<file path="src/rtl/fc_pkg.sv">
// Shared types and constants for the FC buffer loader.
package fc_pkg;

  // Loader sequencing states.
  typedef enum logic [2:0] {
    StIdle,
    StLoadIfmap,
    StLoadWeight,
    StStart,
    StWaitFc
  } fc_ld_state_e;

  localparam logic [8:0]  MAX_IN_NODE    = 9'd128;
  localparam logic [6:0]  MAX_OUT_NODE   = 7'd84;
  localparam logic [13:0] MAX_WBUF_BYTES = 14'd10752;

  // A layer is loadable only when both node counts are non-zero and within the FC limits.
  function automatic logic cfg_ok(logic [8:0] in_n, logic [6:0] out_n);
    return (in_n != 9'd0) && (in_n <= MAX_IN_NODE) &&
           (out_n != 7'd0) && (out_n <= MAX_OUT_NODE);
  endfunction

  // Index of the final weight byte (in*out - 1); the product never exceeds 14 bits.
  function automatic logic [13:0] w_last_idx(logic [8:0] in_n, logic [6:0] out_n);
    return 14'(in_n) * 14'(out_n) - 14'd1;
  endfunction

endpackage

</file>
<file path="src/rtl/fc_wr_port.sv">
// Registered write stage: strobe, pointer and data appear one cycle after the request.
module fc_wr_port #(
  parameter int unsigned AW = 10,
  parameter int unsigned DW = 8
) (
  input  logic          clk,
  input  logic          rst_n,
  input  logic          we_i,
  input  logic [AW-1:0] addr_i,
  input  logic [DW-1:0] data_i,
  output logic          wren_o,
  output logic [AW-1:0] wrptr_o,
  output logic [DW-1:0] wdata_o
);

  logic          wren_q;
  logic [AW-1:0] wrptr_q;
  logic [DW-1:0] wdata_q;

  // Strobe follows the request every cycle; pointer and data hold between writes.
  always_ff @(posedge clk or negedge rst_n) begin
    if (!rst_n) begin
      wren_q  <= 1'b0;
      wrptr_q <= '0;
      wdata_q <= '0;
    end else begin
      wren_q <= we_i;
      if (we_i) begin
        wrptr_q <= addr_i;
        wdata_q <= data_i;
      end
    end
  end

  assign wren_o  = wren_q;
  assign wrptr_o = wrptr_q;
  assign wdata_o = wdata_q;

endmodule

</file>
<file path="src/rtl/fc_buf_loader.sv">
// Streams one layer's ifmap then weight bytes into the FC buffers, kicks the FC engine
// and reports completion when its last result beat is seen.
module fc_buf_loader
  import fc_pkg::*;
#(
  parameter int unsigned DW       = 8,
  parameter int unsigned IFMAP_AW = 10,
  parameter int unsigned WBUF_AW  = 17
) (
  input  logic                clk,
  input  logic                rst_n,
  input  logic                cfg_start_i,
  input  logic [8:0]          in_node_num_i,
  input  logic [6:0]          out_node_num_i,
  input  logic [1:0]          nth_fully_i,
  input  logic                s_valid_i,
  input  logic [DW-1:0]       s_data_i,
  input  logic                s_last_i,
  output logic                s_ready_o,
  output logic                ifmap_wren_o,
  output logic [IFMAP_AW-1:0] ifmap_wrptr_o,
  output logic [DW-1:0]       ifmap_wdata_o,
  output logic                wbuf_wren_o,
  output logic [WBUF_AW-1:0]  wbuf_wrptr_o,
  output logic [DW-1:0]       wbuf_wdata_o,
  output logic                fc_start_o,
  output logic [8:0]          in_node_num_o,
  output logic [6:0]          out_node_num_o,
  output logic [1:0]          nth_fully_o,
  input  logic                fc_valid_i,
  input  logic                fc_last_i,
  output logic                busy_o,
  output logic                done_o,
  output logic                err_o
);

  fc_ld_state_e state_q, state_d;
  logic [8:0]   ifmap_cnt_q, ifmap_cnt_d;
  logic [13:0]  wgt_cnt_q, wgt_cnt_d;
  logic [13:0]  w_last_q, w_last_d;
  logic [8:0]   in_node_q, in_node_d;
  logic [6:0]   out_node_q, out_node_d;
  logic [1:0]   nth_q, nth_d;
  logic         err_q, err_d;
  logic         done_q, done_d;
  logic         fc_start_q, fc_start_d;

  logic         s_ready;
  logic         ifmap_we;
  logic         wbuf_we;

  // State, counters and latched configuration.
  always_ff @(posedge clk or negedge rst_n) begin
    if (!rst_n) begin
      state_q     <= StIdle;
      ifmap_cnt_q <= '0;
      wgt_cnt_q   <= '0;
      w_last_q    <= '0;
      in_node_q   <= '0;
      out_node_q  <= '0;
      nth_q       <= '0;
      err_q       <= 1'b0;
      done_q      <= 1'b0;
      fc_start_q  <= 1'b0;
    end else begin
      state_q     <= state_d;
      ifmap_cnt_q <= ifmap_cnt_d;
      wgt_cnt_q   <= wgt_cnt_d;
      w_last_q    <= w_last_d;
      in_node_q   <= in_node_d;
      out_node_q  <= out_node_d;
      nth_q       <= nth_d;
      err_q       <= err_d;
      done_q      <= done_d;
      fc_start_q  <= fc_start_d;
    end
  end

  // Next-state logic, stream acceptance and s_last protocol checking.
  always_comb begin
    state_d     = state_q;
    ifmap_cnt_d = ifmap_cnt_q;
    wgt_cnt_d   = wgt_cnt_q;
    w_last_d    = w_last_q;
    in_node_d   = in_node_q;
    out_node_d  = out_node_q;
    nth_d       = nth_q;
    err_d       = err_q;
    done_d      = 1'b0;
    fc_start_d  = 1'b0;
    s_ready     = 1'b0;
    ifmap_we    = 1'b0;
    wbuf_we     = 1'b0;

    unique case (state_q)
      StIdle: begin
        if (cfg_start_i) begin
          if (cfg_ok(in_node_num_i, out_node_num_i)) begin
            in_node_d   = in_node_num_i;
            out_node_d  = out_node_num_i;
            nth_d       = nth_fully_i;
            w_last_d    = w_last_idx(in_node_num_i, out_node_num_i);
            ifmap_cnt_d = '0;
            wgt_cnt_d   = '0;
            err_d       = 1'b0;
            state_d     = StLoadIfmap;
          end else begin
            err_d = 1'b1;
          end
        end
      end

      StLoadIfmap: begin
        s_ready = 1'b1;
        if (s_valid_i) begin
          ifmap_we = 1'b1;
          if (s_last_i) begin
            // Last can never legally fall on an ifmap byte: abandon the layer.
            err_d   = 1'b1;
            state_d = StIdle;
          end else if (ifmap_cnt_q == in_node_q - 9'd1) begin
            ifmap_cnt_d = '0;
            state_d     = StLoadWeight;
          end else begin
            ifmap_cnt_d = ifmap_cnt_q + 9'd1;
          end
        end
      end

      StLoadWeight: begin
        s_ready = 1'b1;
        if (s_valid_i) begin
          wbuf_we = 1'b1;
          if (wgt_cnt_q == w_last_q) begin
            // A missing last on the final byte is flagged but the layer still runs.
            if (!s_last_i) begin
              err_d = 1'b1;
            end
            state_d = StStart;
          end else if (s_last_i) begin
            err_d   = 1'b1;
            state_d = StIdle;
          end else begin
            wgt_cnt_d = wgt_cnt_q + 14'd1;
          end
        end
      end

      StStart: begin
        // Registered so the pulse lands the cycle after the final weight strobe.
        fc_start_d = 1'b1;
        state_d    = StWaitFc;
      end

      StWaitFc: begin
        if (fc_valid_i && fc_last_i) begin
          done_d  = 1'b1;
          state_d = StIdle;
        end
      end

      default: state_d = StIdle;
    endcase
  end

  fc_wr_port #(
    .AW (IFMAP_AW),
    .DW (DW)
  ) u_ifmap_port (
    .clk     (clk),
    .rst_n   (rst_n),
    .we_i    (ifmap_we),
    .addr_i  (IFMAP_AW'(ifmap_cnt_q)),
    .data_i  (s_data_i),
    .wren_o  (ifmap_wren_o),
    .wrptr_o (ifmap_wrptr_o),
    .wdata_o (ifmap_wdata_o)
  );

  fc_wr_port #(
    .AW (WBUF_AW),
    .DW (DW)
  ) u_wbuf_port (
    .clk     (clk),
    .rst_n   (rst_n),
    .we_i    (wbuf_we),
    .addr_i  (WBUF_AW'(wgt_cnt_q)),
    .data_i  (s_data_i),
    .wren_o  (wbuf_wren_o),
    .wrptr_o (wbuf_wrptr_o),
    .wdata_o (wbuf_wdata_o)
  );

  assign s_ready_o      = s_ready;
  assign fc_start_o     = fc_start_q;
  assign done_o         = done_q;
  assign err_o          = err_q;
  assign busy_o         = (state_q != StIdle);
  assign in_node_num_o  = in_node_q;
  assign out_node_num_o = out_node_q;
  assign nth_fully_o    = nth_q;

endmodule

</file>
<file path="config.mk">
export PLATFORM = sky130hd
export DESIGN_NAME = fc_buf_loader
export DESIGN_NICKNAME = d
export VERILOG_FILES = /design/src/rtl/fc_pkg.sv /design/src/rtl/fc_wr_port.sv /design/src/rtl/fc_buf_loader.sv
export SDC_FILE = /design/constraint.sdc
export NUM_CORES = 1
export LEC_CHECK = 0
export ABC_AREA = 1
export BUFFER_PORTS_ARGS = -buffer_cell sky130_fd_sc_hd__buf_2
export CAP_MARGIN = 20
export CORE_UTILIZATION = 45
export CTS_CLUSTER_SIZE = 16
export DETAILED_ROUTE_END_ITERATION = 10
export HOLD_SLACK_MARGIN = 0.06
export PLACE_DENSITY = 0.71
export SLEW_MARGIN = 20
export SYNTH_ARGS = -nofsm -noshare
export SYNTH_HDL_FRONTEND = slang
export SYNTH_HIERARCHICAL = 1
export SYNTH_SLANG_ARGS = --single-unit
</file>
<file path="constraint.sdc">
create_clock -name clk -period 2.7 [get_ports clk]
set_clock_uncertainty 0.1 [all_clocks]
set_input_delay 0.405 -clock clk [delete_from_list [all_inputs] [get_ports clk]]
set_output_delay 0.405 -clock clk [all_outputs]
set_load 0.03 [all_outputs]
</file>
==> run_results.csv <==
group,metric,value,unit
layout,utilization,56.9,%
setup_path,crit_fanout,5,
floorplanning,die_w,132,um
drt,firstDrtPassIters,4,
power,p_total,9.26,mW
drt,routed_wl,17600,um
drt,ant_nets,0,
drt,viasPerCell,4.85,
power,p_int,4.88,mW
power,power_frac_clock,13.4,%
placement,gp_congestion,0.843,
synth,synth_area,0.00757,mm2
sta,fin_worst_hold_slack,0.149,ns
synth,yosys_warnings,6,
sta,timing.final.ws_setup,-0.928,ns
floorplanning,dieArea,0.0173,mm2
setup_path,critPathBufInv,6,
clock_tree,cts_made_buffers,9,
drt,drt-initial-drc-count,439,
sta,finalSetupViolations,10,
power,p_seq_share,25.5,%
clock_tree,cts-root-buf,"clkbuf_16",
clock_tree,clk_latency,0.35,ns
grt,grt_start_max_net_pins,53,
sta,hold_viol,0,
grt,grt_pass1_wl,30400,um
setup_path,worst_setup_path_end_kind,"register",
synth,ys_seq_area_share,35.1,%
power,leakage,5.20,nW
synth,ys_types,40,
power,combPwrFrac,61.1,%
synth,yosysTopAreaCell,"dfrtp_1",
placement,buffer_ports.inserted,100,
sta,drv_slew,0,
clock_tree,clock_sinks,106,
power,p_sw,4.38,mW
layout,finish.net_count,1249,
drt,drc,0,
setup_path,path_delay_family,"adder cells",
setup_path,slowest_stage,"fa_1",
power,p_sw_share,47.3,%
placement,post-place-ws,-1.40,ns
grt,grt_pass1_vias,6596,
power,p_per_area,985,mW/mm2
drt,post_drt_wl_per_cell,12.8,um
sta,rsz0062_at_grt,"true",
synth,syn-mean-instance-area,7.59,um2
run_status,failed_checks,"negative setup slack",
clock_tree,tritoncts,"built",
grt,antenna_found_initial,0,
setup_path,required,2.83,ns
floorplanning,core_area,0.0165,mm2
job,cap_violations,0,
floorplanning,die_h,132,um
synth,ys_seq_elements,106,
synth,synth_top_cell_area_share,35.1,%
sta,post-route-period-util,134,%
setup_path,cp_common_cell,"fa_1",
grt,gr-total-overflow,0,
layout,diodes,0,
grt,grt_usage,21.4,%
sta,max_clock_freq,276,MHz
clock_tree,clock_path_buffers,2,
setup_path,startpoint_type,"primary input",
run_status,status,"finished, violations left",
synth,synth_area_leaders,"dfrtp_1, nand2_1, fa_1",
layout,synthToLayoutAreaGrowth,24.2,%
synth,syn_inst,997,
worst_hold_path,hold_path.class,"primary input to register",
drt,num_vias,6642,
floorplanning,start_util,45.8,%
placement,hpwl,13200,um
layout,drive_gt1_share,25.5,%
power,vdd_ir_drop_max,515,uV
setup_path,slowest_delay,0.53,ns
sta,min_period,3.63,ns
clock_tree,clkTransAtPathRegs,0.07,ns
floorplanning,io_pins,101,
setup_path,crit_chain,"buf_8, nand2_4, inv_2, fa_1, inv_1, fa_1, inv_1, fa_1, inv_1, fa_1, inv_2, ha_4, a21oi_2, o21a_1, nand2_2, a21oi_2, xor2_1, o21ai_2",
setup_path,worstSetupPathType,"primary input to register",
floorplanning,row_count,47,
clock_tree,htree_num_levels,3,
setup_path,arrival,3.76,ns
metal layers:
layer | track usage (%) | share of wire (%) | up-vias
li1 | - | - | 3318
met1 | 28.4 | 47 | 3162
met2 | 36.2 | 48 | 142
met3 | 3.43 | 3.5 | 20
met4 | 5.94 | 1.1 | 0
met5 | 0 | 0 | -
area by class of cell:
class / count / area, um2
fillers: 1545 / 7130
multi-input cells: 689 / 4360
flip-flops and latches: 106 / 2650
repair buffers: 166 / 1170
inverters: 173 / 669
well taps: 220 / 275
clock buffers: 9 / 225
clock inverters: 7 / 51.3
registers in the layout, indices dropped and copies added (netlist names), 2 cells and up:
| register | flops |
|---|---|
| w_last_q | 14 |
| out_node_num_o | 7 |
| u_wbuf_port/wdata_o | 8 |
| in_node_num_o | 9 |
| u_wbuf_port/wrptr_o | 17 |
| wgt_cnt_q | 14 |
| state_q | 3 |
| ifmap_cnt_q | 9 |
| u_ifmap_port/wdata_o | 8 |
| nth_fully_o | 2 |
| u_ifmap_port/wrptr_o | 10 |
what timing repair did:
action / 4_1_cts / 5_1_grt
gates cloned: 0 / 1
hold buffers: 1 / 0
resized for setup: 50 / 15
pin swaps: 29 / 22
buffers inserted: 8 / 2
endpoints found under the hold margin: 30 / 0
endpoints found under the setup margin: 10 / 11
worst paths after layout:
path | slack (ns) | start | cells after the start | to
hold / removal | 0.15 | nth_fully_i[1] | 3 | nth_fully_o[1]$_DFFE_PN0P_
setup reg to reg | 0.25 | in_node_num_o[0]$_DFFE_PN0P_ | 13 | state_q[0]$_DFFE_PN0P_
max in group asynchronous | 1.41 | rst_n | 3 | wgt_cnt_q[10]$_DFFE_PN0P_
min in group asynchronous | 0.43 | rst_n | 2 | u_ifmap_port/wdata_o[5]$_DFFE_PN0P_
hold reg to reg | 0.37 | u_wbuf_port/wdata_o[1]$_DFFE_PN0P_ | 2 | u_wbuf_port/wdata_o[1]$_DFFE_PN0P_
setup / recovery | -0.93 | in_node_num_i[2] | 18 | w_last_q[11]$_DFFE_PN0P_
worst reg2reg max path, cell delays in order (launching register included):
cell and delay (ns):
dfrtp_1 0.42, inv_1 0.16, ha_1 0.27, nand2_1 0.07
nor2_1 0.26, nand3_1 0.16, nand3_1 0.10, nand2_1 0.05
nor2_1 0.13, nand3_2 0.22, nand2_1 0.17, nand3_1 0.10
nand2_1 0.07, nand2_1 0.05
through the flow:
| step | TNS [ns] | area (um2) | instances |
|---|---|---|---|
| after floorplan | -9.31 | 7880 | 1000 |
| after global placement | -11.78 | 8790 | 1344 |
| after detailed placement | -12.36 | 8790 | 1344 |
| after CTS | -7.39 | 9310 | 1368 |
| after global routing | -8.84 | 9400 | 1370 |
| final | -7.52 | 9400 | 1370 |
logic make-up (layout without fill, tap and decap cells):
logic type / Yosys count / count (layout) / share of synthesized area, %
and+or+nand+nor: 500 / 500 / 27.4
buffers and inverters: 205 / 355 / 11.5
DFF: 106 / 106 / 35.1
AOI/OAI and AO/OA: 75 / 75 / 5.82
adders and majority gates: 71 / 71 / 15.6
xor gates and xnor gates: 39 / 39 / 4.51
other: 1 / 4 / 0.0496
cell usage in the layout, fill, tap and decap left out, types with 4 or more instances in the layout:
cell / count
a21oi_1: 9
a21oi_2: 7
buf_12: 6
buf_2: 90
buf_4: 56
buf_6: 10
clkbuf_16: 10
conb_1: 4
dfrtp_1: 106
fa_1: 37
ha_1: 21
ha_4: 11
inv_1: 140
inv_2: 28
nand2_1: 339
nand2_2: 19
nand3_1: 49
nand3b_1: 4
nand4_1: 8
nor2_1: 52
nor3_1: 5
o21ai_0: 33
o21ai_1: 7
o21ai_2: 13
or2_2: 8
xnor2_1: 8
xor2_1: 27
synthesized netlist by cell type (all sizes together):
cell and count:
a21oi 17, buf 23, ha 32, or2 8, nor4 2, nor2 53
nand2b 1, xnor2 9, o21a 1, nand4 8, conb 1, o31ai 1
inv 173, fa 39, nand2 361, o21bai 1, nor3b 1, nand3 52
clkbuf 9, nor3 10, nand3b 4, dfrtp 106, a21boi 1, xor2 30
o211ai 1, o21ai 53
power by group through the flow:
stage / Combinational [mW] / Clock (mW) / Sequential [mW]
after floorplan: 3.30 / 0 / 2.94
after global placement: 5.19 / 0 / 2.37
after detailed placement: 5.29 / 0 / 2.38
after CTS: 5.55 / 1.27 / 2.35
after global routing: 6.28 / 1.34 / 2.42
final: 5.66 / 1.24 / 2.36
No activity file was read; power rests on OpenSTA's default activity.
